[config.mk]
export PLATFORM = sky130hd
export DESIGN_NAME = fp_round_pipe
export DESIGN_NICKNAME = d
export VERILOG_FILES = /design/src/rtl/fp_round_pkg.sv /design/src/rtl/fp_round_decide.sv /design/src/rtl/fp_round_pipe.sv
export SDC_FILE = /design/constraint.sdc
export NUM_CORES = 1
export LEC_CHECK = 0
export ABC_AREA = 1
export CELL_PAD_IN_SITES_DETAIL_PLACEMENT = 0
export CELL_PAD_IN_SITES_GLOBAL_PLACEMENT = 2
export CORE_ASPECT_RATIO = 0.75
export CORE_UTILIZATION = 35
export DETAILED_ROUTE_END_ITERATION = 10
export GPL_TIMING_DRIVEN = 0
export PLACE_DENSITY = 0.75
export SLEW_MARGIN = 5
export SYNTH_ARGS = -nofsm -noshare
export SYNTH_HDL_FRONTEND = slang
export SYNTH_SLANG_ARGS = --single-unit
[constraint.sdc]
create_clock -name clk -period 10.4 [get_ports clk]
set_input_delay 1.56 -clock clk [delete_from_list [all_inputs] [get_ports clk]]
set_output_delay 1.56 -clock clk [all_outputs]
set_load 0.02 [all_outputs]
[src/rtl/fp_round_pkg.sv]
// rtl/fp_round_pkg.sv - rounding modes, flag layout and width mapping for fp_round_pipe
package fp_round_pkg;

  typedef enum logic [2:0] {
    RM_RNE = 3'b000,
    RM_RTZ = 3'b001,
    RM_RUP = 3'b010,
    RM_RDN = 3'b011,
    RM_RMM = 3'b100,
    RM_ROD = 3'b101
  } rm_e;

  typedef struct packed {
    logic ovf;
    logic unf;
    logic inx;
  } flags_t;

  // Zero marks an unsupported width so the top can refuse to elaborate.
  function automatic int exp_width(input int fpwid);
    case (fpwid)
      32:      return 8;
      64:      return 11;
      128:     return 15;
      default: return 0;
    endcase
  endfunction

  function automatic int frac_width(input int fpwid);
    case (fpwid)
      32:      return 23;
      64:      return 52;
      128:     return 112;
      default: return 0;
    endcase
  endfunction

endpackage

[src/rtl/fp_round_decide.sv]
// rtl/fp_round_decide.sv - combinational round-increment decision from mode, sign and L/G/R/S
module fp_round_decide
  import fp_round_pkg::*;
(
  input  logic [2:0] rm,
  input  logic       sign,
  input  logic       lsb,
  input  logic [2:0] grs,
  input  logic       special,
  output logic       inc,
  output logic       any
);

  logic g;
  logic r;
  logic s;
  logic any_raw;
  logic inc_raw;

  always_comb begin
    g       = grs[2];
    r       = grs[1];
    s       = grs[0];
    any_raw = |grs;
    inc_raw = 1'b0;
    case (rm)
      RM_RMM:         inc_raw = g;
      RM_RUP:         inc_raw = any_raw & ~sign;
      RM_RDN:         inc_raw = any_raw & sign;
      RM_RTZ, RM_ROD: inc_raw = 1'b0;
      default:        inc_raw = (g & (r | s)) | (g & ~r & ~s & lsb);
    endcase
  end

  // Inf/NaN pass through untouched and raise nothing.
  assign inc = inc_raw & ~special;
  assign any = any_raw & ~special;

endmodule

[src/rtl/fp_round_pipe.sv]
// rtl/fp_round_pipe.sv - three-stage IEEE rounding pipeline with global-stall valid/ready handshake
module fp_round_pipe
  import fp_round_pkg::*;
#(
  parameter  int FPWID = 128,
  localparam int EXPW  = exp_width(FPWID),
  localparam int FRACW = frac_width(FPWID)
) (
  input  logic             clk,
  input  logic             rst_n,
  input  logic             i_valid,
  output logic             i_ready,
  input  logic [2:0]       i_rm,
  input  logic             i_sign,
  input  logic [EXPW-1:0]  i_exp,
  input  logic [FRACW+3:0] i_man,
  output logic             o_valid,
  input  logic             o_ready,
  output logic [FPWID-1:0] o_result,
  output logic [2:0]       o_flags
);

  if (EXPW == 0) begin : g_bad_fpwid
    $error("fp_round_pipe: FPWID must be 32, 64 or 128");
  end

  localparam int SW = EXPW + FRACW + 1;

  logic advance;
  assign advance = ~o_valid | o_ready;
  assign i_ready = advance;

  // S1: capture the beat together with its rounding decision
  logic inc_d;
  logic any_d;
  logic special_d;
  assign special_d = &i_exp;

  fp_round_decide u_decide (
    .rm      (i_rm),
    .sign    (i_sign),
    .lsb     (i_man[3]),
    .grs     (i_man[2:0]),
    .special (special_d),
    .inc     (inc_d),
    .any     (any_d)
  );

  logic            s1_valid;
  logic            s1_sign;
  logic            s1_inc;
  logic            s1_any;
  logic            s1_special;
  logic            s1_rod;
  logic [EXPW-1:0] s1_exp;
  logic [FRACW:0]  s1_sig;

  // S2: one carry chain over {exp, leading, fraction}
  logic [SW-1:0]   sum;
  logic [EXPW-1:0] sum_exp;
  logic [EXPW-1:0] exp_fix;

  assign sum     = {s1_exp, s1_sig} + SW'(s1_inc);
  assign sum_exp = sum[SW-1 -: EXPW];
  // A subnormal that rounds into the leading bit becomes the smallest normal.
  assign exp_fix = (sum_exp == '0 && sum[FRACW]) ? EXPW'(1) : sum_exp;

  logic             s2_valid;
  logic             s2_sign;
  logic             s2_any;
  logic             s2_special;
  logic             s2_rod;
  logic [EXPW-1:0]  s2_exp;
  logic [FRACW-1:0] s2_frac;

  // S3: fraction select and flags
  flags_t           fl;
  logic [FRACW-1:0] frac_sel;

  always_comb begin
    fl.ovf = ~s2_special & (&s2_exp);
    fl.inx = s2_any;
    fl.unf = s2_any & (s2_exp == '0);
    if (fl.ovf) begin
      frac_sel = '0;
    end else begin
      frac_sel = s2_frac | FRACW'(s2_rod & s2_any);
    end
  end

  always_ff @(posedge clk or negedge rst_n) begin
    if (!rst_n) begin
      s1_valid <= 1'b0;
      s2_valid <= 1'b0;
    end else if (advance) begin
      s1_valid <= i_valid;
      s2_valid <= s1_valid;
    end
  end

  always_ff @(posedge clk) begin
    if (advance) begin
      s1_sign    <= i_sign;
      s1_inc     <= inc_d;
      s1_any     <= any_d;
      s1_special <= special_d;
      s1_rod     <= (i_rm == RM_ROD);
      s1_exp     <= i_exp;
      s1_sig     <= i_man[FRACW+3:3];

      s2_sign    <= s1_sign;
      s2_any     <= s1_any;
      s2_special <= s1_special;
      s2_rod     <= s1_rod;
      s2_exp     <= exp_fix;
      s2_frac    <= sum[FRACW-1:0];
    end
  end

  always_ff @(posedge clk or negedge rst_n) begin
    if (!rst_n) begin
      o_valid  <= 1'b0;
      o_result <= '0;
      o_flags  <= '0;
    end else if (advance) begin
      o_valid  <= s2_valid;
      o_result <= {s2_sign, s2_exp, frac_sel};
      o_flags  <= fl;
    end
  end

endmodule
==> results of run 1 <==
critical path, delay by kind of cell:
family | cells | cell delay, ns
buffers and inverters | 4 | 2.15
and+or+nand+nor | 1 | 0.28
cells by family after synthesis:
group | synth area share (%)
AO/OA/AOI/OAI | 6.36
buffers and inverters | 2.03
XOR/XNOR | 5.72
flip-flops | 65.9
adder cells (fa/ha/maj) | 0.146
AND/OR/NAND/NOR | 19.8
final cells by class:
type / instances / area share [%]
flip-flops and latches: 398 / 51.3
clock inverters: 16 / 0.626
plain buffers: 28 / 0.478
inverters: 64 / 1.13
multi-input cells: 1028 / 25.0
repair buffers: 274 / 12.7
well taps: 639 / 3.64
clock buffers: 56 / 5.11
through the flow:
step / total power [mW] / cell area (um^2) / util, % / TNS [ns]
6_report: 5.13 / 22000 / 46.0 / 0
5_1_grt: 5.36 / 22000 / 46.0 / 0
4_1_cts: 5.17 / 22000 / 46.0 / 0
3_5_place_dp: 3.76 / 20700 / 43.3 / 0
3_3_place_gp: 3.82 / 20600 / 43.1 / -787.08
2_1_floorplan: 3.10 / 17100 / - / 0
layout by cell type (no fill, tap or decap), types with 25 or more instances in the layout:
cell type,instances
xor2_1,66
nand2_1,377
nor2_1,255
clkdlybuf4s50_1,270
nor3_1,27
inv_1,59
nand3_1,31
clkbuf_16,41
xnor2_1,44
dfrtp_1,134
clkbuf_1,36
a22o_1,111
nand4_1,25
edfxtp_1,264
flip-flops by register name, indices dropped and copies added, names as in the netlist, 3 cells and up:
signal,count
s1_exp,15
o_flags,3
s1_sig,113
s2_exp,15
s2_frac,112
o_result,128
power groups by stage:
stage / clock network, mW / registers [mW] / logic, mW
5_1_grt: 1.50 / 2.48 / 1.39
3_3_place_gp: 0 / 2.53 / 1.29
6_report: 1.41 / 2.43 / 1.30
2_1_floorplan: 0 / 2.66 / 0.435
4_1_cts: 1.43 / 2.43 / 1.31
3_5_place_dp: 0 / 2.45 / 1.31
per-layer routing:
metal | routed length [um] | global-route usage (%) | vias to the layer above | share of wire, %
li1 | - | - | 5854 | -
met1 | 29100 | 36.8 | 6096 | 53
met2 | 21800 | 29.5 | 383 | 40
met3 | 3510 | 3.62 | 48 | 6.4
met4 | 674 | 3.73 | 0 | 1.2
met5 | 0 | 0 | - | 0
path summary, 6_finish.rpt:
kind / from / slack (ns) / to
worst max-delay path: o_ready / 4.73 / i_ready
worst min-delay path: s1_rod / 0.42 / s2_rod
worst max register to register: s1_inc / 6.66 / s2_frac[98]
worst min register to register: s1_rod / 0.42 / s2_rod
max in group asynchronous: rst_n / 8.64 / o_result[98]
min in group asynchronous: rst_n / 0.98 / o_result[9]
==> results.yml, run 1 <==
global_routing:
  antenna_found_initial: 1
  overflow: 0
  grt_use_total_pct: 22.1
  grt_pass1_vias: 12032
  grt_max_degree: 106
  grt_pass1_wl_mm: 79.7
sta:
  period_minus_slack_ns: 5.67
  worst_pin_slew_ns: 1.18
  relSlewSlack_pct: 21.3
  fin_ws_ns: 4.73
  period_share_pct: 54.5
  skew_ns: 0.0119
  hold_viol_final: 0
  maxSlewViolCount: 0
  max_freq_ghz: 0.176
  finalSetupViolCount: 0
  whs_ns: 0.418
  rsz0062_at_grt: "false"
pwr:
  seq_power_share_pct: 47.3
  netSwitchingFraction_pct: 30.8
  pwr_density_cell_nw_per_um2: 233
  clkPwrFrac_pct: 27.4
  leakage_nw: 8.37
  vdd_drop_max_mv: 0.128
  pwr-share-comb_pct: 25.3
  p_sw_mw: 1.58
  p_int_mw: 3.55
setup_path:
  setup.worst_path.end_class: "output pin"
  worstPathArrival_ns: 4.11
  path_class: "input pin to output pin"
  path_cells: "clkdlybuf4s50_1 -> nor2_1 -> clkinv_4 -> buf_16 -> clkdlybuf4s50_1"
  crit_slowest_cell: "clkinv_4"
  r2r_cells: 12
  critPathMaxFanout: 90
  max_stage_delay_ns: 0.65
  cp.required_ns: 8.84
  path_common_cell: "clkdlybuf4s50_1"
  cp-start-kind: "input pin"
clock_network:
  cts_tree: "yes"
  ctsResizeCount: 0
  post_cts_buffers: 0
  clk-insertion-delay-late_ns: 0.54
  cts-root-buf: "clkbuf_16"
  hold_buffers: 0
  cts.sinks: 398
  h-tree-depth: 2
  cts_buffers: 40
  cts.path.max_buffers: 3
  clk_pin_slew_worst_paths_ns: 0.06
placement:
  post-place-ws_ns: 4.71
  port_buffers: 271
  dp_hpwl_mm: 43.8
  place.gp.congestion: 0.920
  placedCellCount: 2431
floorplanning:
  die-area_um2: 49800
  num_rows: 69
  fp.dieH_um: 194
  io_pins: 272
  die_w_um: 257
  core-area_um2: 47800
  start_util_pct: 35.8
detailed_routing:
  viasPerCell: 4.95
  drc: 0
  drt_pass1_iterations: 5
  drt_wl_total_mm: 55.1
  vias: 12381
  drt_iter0_markers: 980
  wl_per_cell_um: 22.0
  ant_nets: 0
synthesis:
  synth_area_um2: 17100
  syn_area_per_cell_um2: 11.3
  synth_seq_cells: 398
  synth_flop_cell: "edfxtp_1"
  seq_area_frac_synth_pct: 65.9
  synthArstFlopShare_pct: 33.7
  ys_warn_count: 0
  syn_inst: 1518
  synth_nets: 1659
  ys_types: 36
  yosys.cell_count.top_type: "nand2_1"
  synth_edf_count: 264
  synth.area.top_cells: "edfxtp_1, dfrtp_1, nand2_1"
  yosys.area.top_type: "edfxtp_1"
  synth_top_area_share_pct: 46.3
  ys_top_cells_by_count: "nand2_1, edfxtp_1, nor2_1"
hold_path:
  worst_hold_path_type: "register to register"
  holdPathStages: 0
finish:
  final_cells: 2503
  antenna_cells: 0
  multi_input_area_um2: 5490
  seqCellArea_um2: 11300
  layout-drive-gt1-share_pct: 6.01
  area_growth_pct: 28.4
  fillers: 4523
  nets: 1975
job:
  cap_violations: 0
run_status:
  status: "completed"
(Power assumes the default switching activity.)
==> run 2, diff against run 1 <==
--- a/config.mk
+++ b/config.mk
@@ -9,10 +9,10 @@
 export CELL_PAD_IN_SITES_DETAIL_PLACEMENT = 0
 export CELL_PAD_IN_SITES_GLOBAL_PLACEMENT = 2
 export CORE_ASPECT_RATIO = 0.75
-export CORE_UTILIZATION = 35
+export CORE_UTILIZATION = 32
 export DETAILED_ROUTE_END_ITERATION = 10
 export GPL_TIMING_DRIVEN = 0
-export PLACE_DENSITY = 0.75
+export PLACE_DENSITY = 0.72
 export SLEW_MARGIN = 5
 export SYNTH_ARGS = -nofsm -noshare
 export SYNTH_HDL_FRONTEND = slang
==> constraint.sdc (replaced) <==
create_clock -name clk -period 5.2 [get_ports clk]
set_input_delay 0.78 -clock clk [delete_from_list [all_inputs] [get_ports clk]]
set_output_delay 0.78 -clock clk [all_outputs]
set_load 0.02 [all_outputs]
==> run 2 against run 1 <==
Flip-flop and latch count stayed put; power is 100% higher; routed wire length is 1.9% higher; critical path depth is 4 higher; core utilization is 4.1 points lower; hold slack worse by 0.22 ns; clock power is 110% higher.
==> results.yml, run 2 (synthesis results as in run 1) <==
finish:
  top_register: "o_result"
  final_cells: 2579
  reg.largest.list: "o_result (128), s1_sig (113), s2_frac (112)"
  multi_input_area_um2: 5490
  antenna_cells: 0
  area_growth_pct: 29.4
  largest_register_ffs: 128
  fillers: 5102
  design_area_um2: 22200
  final_core_util_pct: 41.9
  final_cell_mix: "nand2_1, clkdlybuf4s50_1, edfxtp_1"
  layout-drive-gt1-share_pct: 6.00
  seqCellArea_um2: 11300
  final_common_cell: "nand2_1"
  nets: 1975
setup_path:
  cp-start-kind: "input pin"
  worstPathArrival_ns: 4.32
  critPathMaxFanout: 169
  cp.required_ns: 5.69
  path_class: "input pin to register"
  setup.worst_path.end_class: "register"
job:
  cap_violations: 0
sta:
  period_share_pct: 73.6
  finalSetupViolCount: 0
  whs_ns: 0.199
  fin_setup_tns_ns: 0
  maxSlewViolCount: 0
  rsz0062_at_grt: "false"
  max_freq_ghz: 0.261
  worst_pin_slew_ns: 1.26
  hold_viol_final: 0
  fin_ws_ns: 1.38
  period_minus_slack_ns: 3.82
  skew_ns: 0.0203
  relSlewSlack_pct: 15.7
pwr:
  pwr_density_cell_nw_per_um2: 470
  total_power_mw: 10.4
  leakage_nw: 8.41
  vdd_drop_max_mv: 0.210
floorplanning:
  die_w_um: 269
  io_pins: 272
  core-area_um2: 52900
  num_rows: 73
  start_util_pct: 32.4
  die-area_um2: 54400
  fp.dieH_um: 202
global_routing:
  met2_usage_pct: 28.2
  top_usage_layer: "met1"
  use_met1_pct: 33.1
  grt_pass1_wl_mm: 81.0
  antenna_found_initial: 0
  grt_use_total_pct: 20.8
  grt_pass1_vias: 12384
  overflow: 0
  use_met3_pct: 4.48
  grt_max_degree: 170
placement:
  place.gp.congestion: 0.923
  post-place-ws_ns: 0.558
  placedCellCount: 2503
  place_area_um2: 20800
  dp_hpwl_mm: 44.4
  port_buffers: 271
detailed_routing:
  wl_per_cell_um: 21.8
  ant_nets: 0
  vias: 12357
  drc: 0
  drt_iter0_markers: 931
  drt_wl_total_mm: 56.1
  drt_pass1_iterations: 5
  viasPerCell: 4.79
hold_path:
  worst_hold_path_type: "input pin to async pin"
clock_network:
  cts-root-buf: "clkbuf_16"
  hold_buffers: 0
  post_cts_buffers: 0
  h-tree-depth: 2
  cts.path.max_buffers: 3
  cts_buffers: 41
  clk-insertion-delay-late_ns: 0.57
  cts.sinks: 398
  clk_pin_slew_worst_paths_ns: 0.07
  ctsResizeCount: 0
  cts_tree: "yes"
run_status:
  status: "completed"
## run 2: cell types whose count changed in the layout (fill, tap and decap cells not counted)
cell	previous run	this run
clkbuf_1	36	39
clkinvlp_4	3	1
clkbuf_16	41	45
buf_16	3	2
clkinv_2	7	4
clkinv_8	0	1
inv_6	1	2
## run 2: area by class of cell
cell class	count	share of cell area (%)
buffer	28	0.474
clock buffer	63	5.57
timing repair buffer	273	12.5
tap	712	4.02
sequential	398	50.9
inverter	64	1.15
multi-input combinational	1028	24.8
clock inverter	13	0.565
## run 2: final timing paths
kind | from | endpoint | slack (ns) | cells past startpoint
worst min register to register | s1_special | s2_special | 0.42 | 0
worst max-delay path | o_ready | o_result[106] | 1.38 | 9
min in group clk | s1_special | s2_special | 0.42 | 0
worst min-delay path | rst_n | o_result[64] | 0.20 | 1
max in group asynchronous | rst_n | o_result[124] | 4.19 | 2
worst max register to register | s1_inc | s2_frac[98] | 1.56 | 12
## run 2: where the power goes
part | total (mW) | switching, mW | internal [mW] | leakage (nW)
Combinational | 2.60 | 1.46 | 1.15 | 3.46
Clock | 2.97 | 1.22 | 1.74 | 0.662
Sequential | 4.85 | 0.506 | 4.35 | 4.28
Total | 10.4 | 3.19 | 7.23 | 8.41
## run 2: per-layer routing
layer | up-vias | share of wire (%)
li1 | 5849 | -
met1 | 6044 | 51
met2 | 401 | 40
met3 | 63 | 7.5
met4 | 0 | 1.6
met5 | - | 0
## run 2: critical path, cell delays in order
cell	delay, ns
clkdlybuf4s50_1	0.46
nor2_1	0.12
clkinv_8	0.34
buf_16	0.50
nand2_1	0.15
inv_1	0.31
clkbuf_1	0.85
clkbuf_1	0.45
a22o_1	0.21
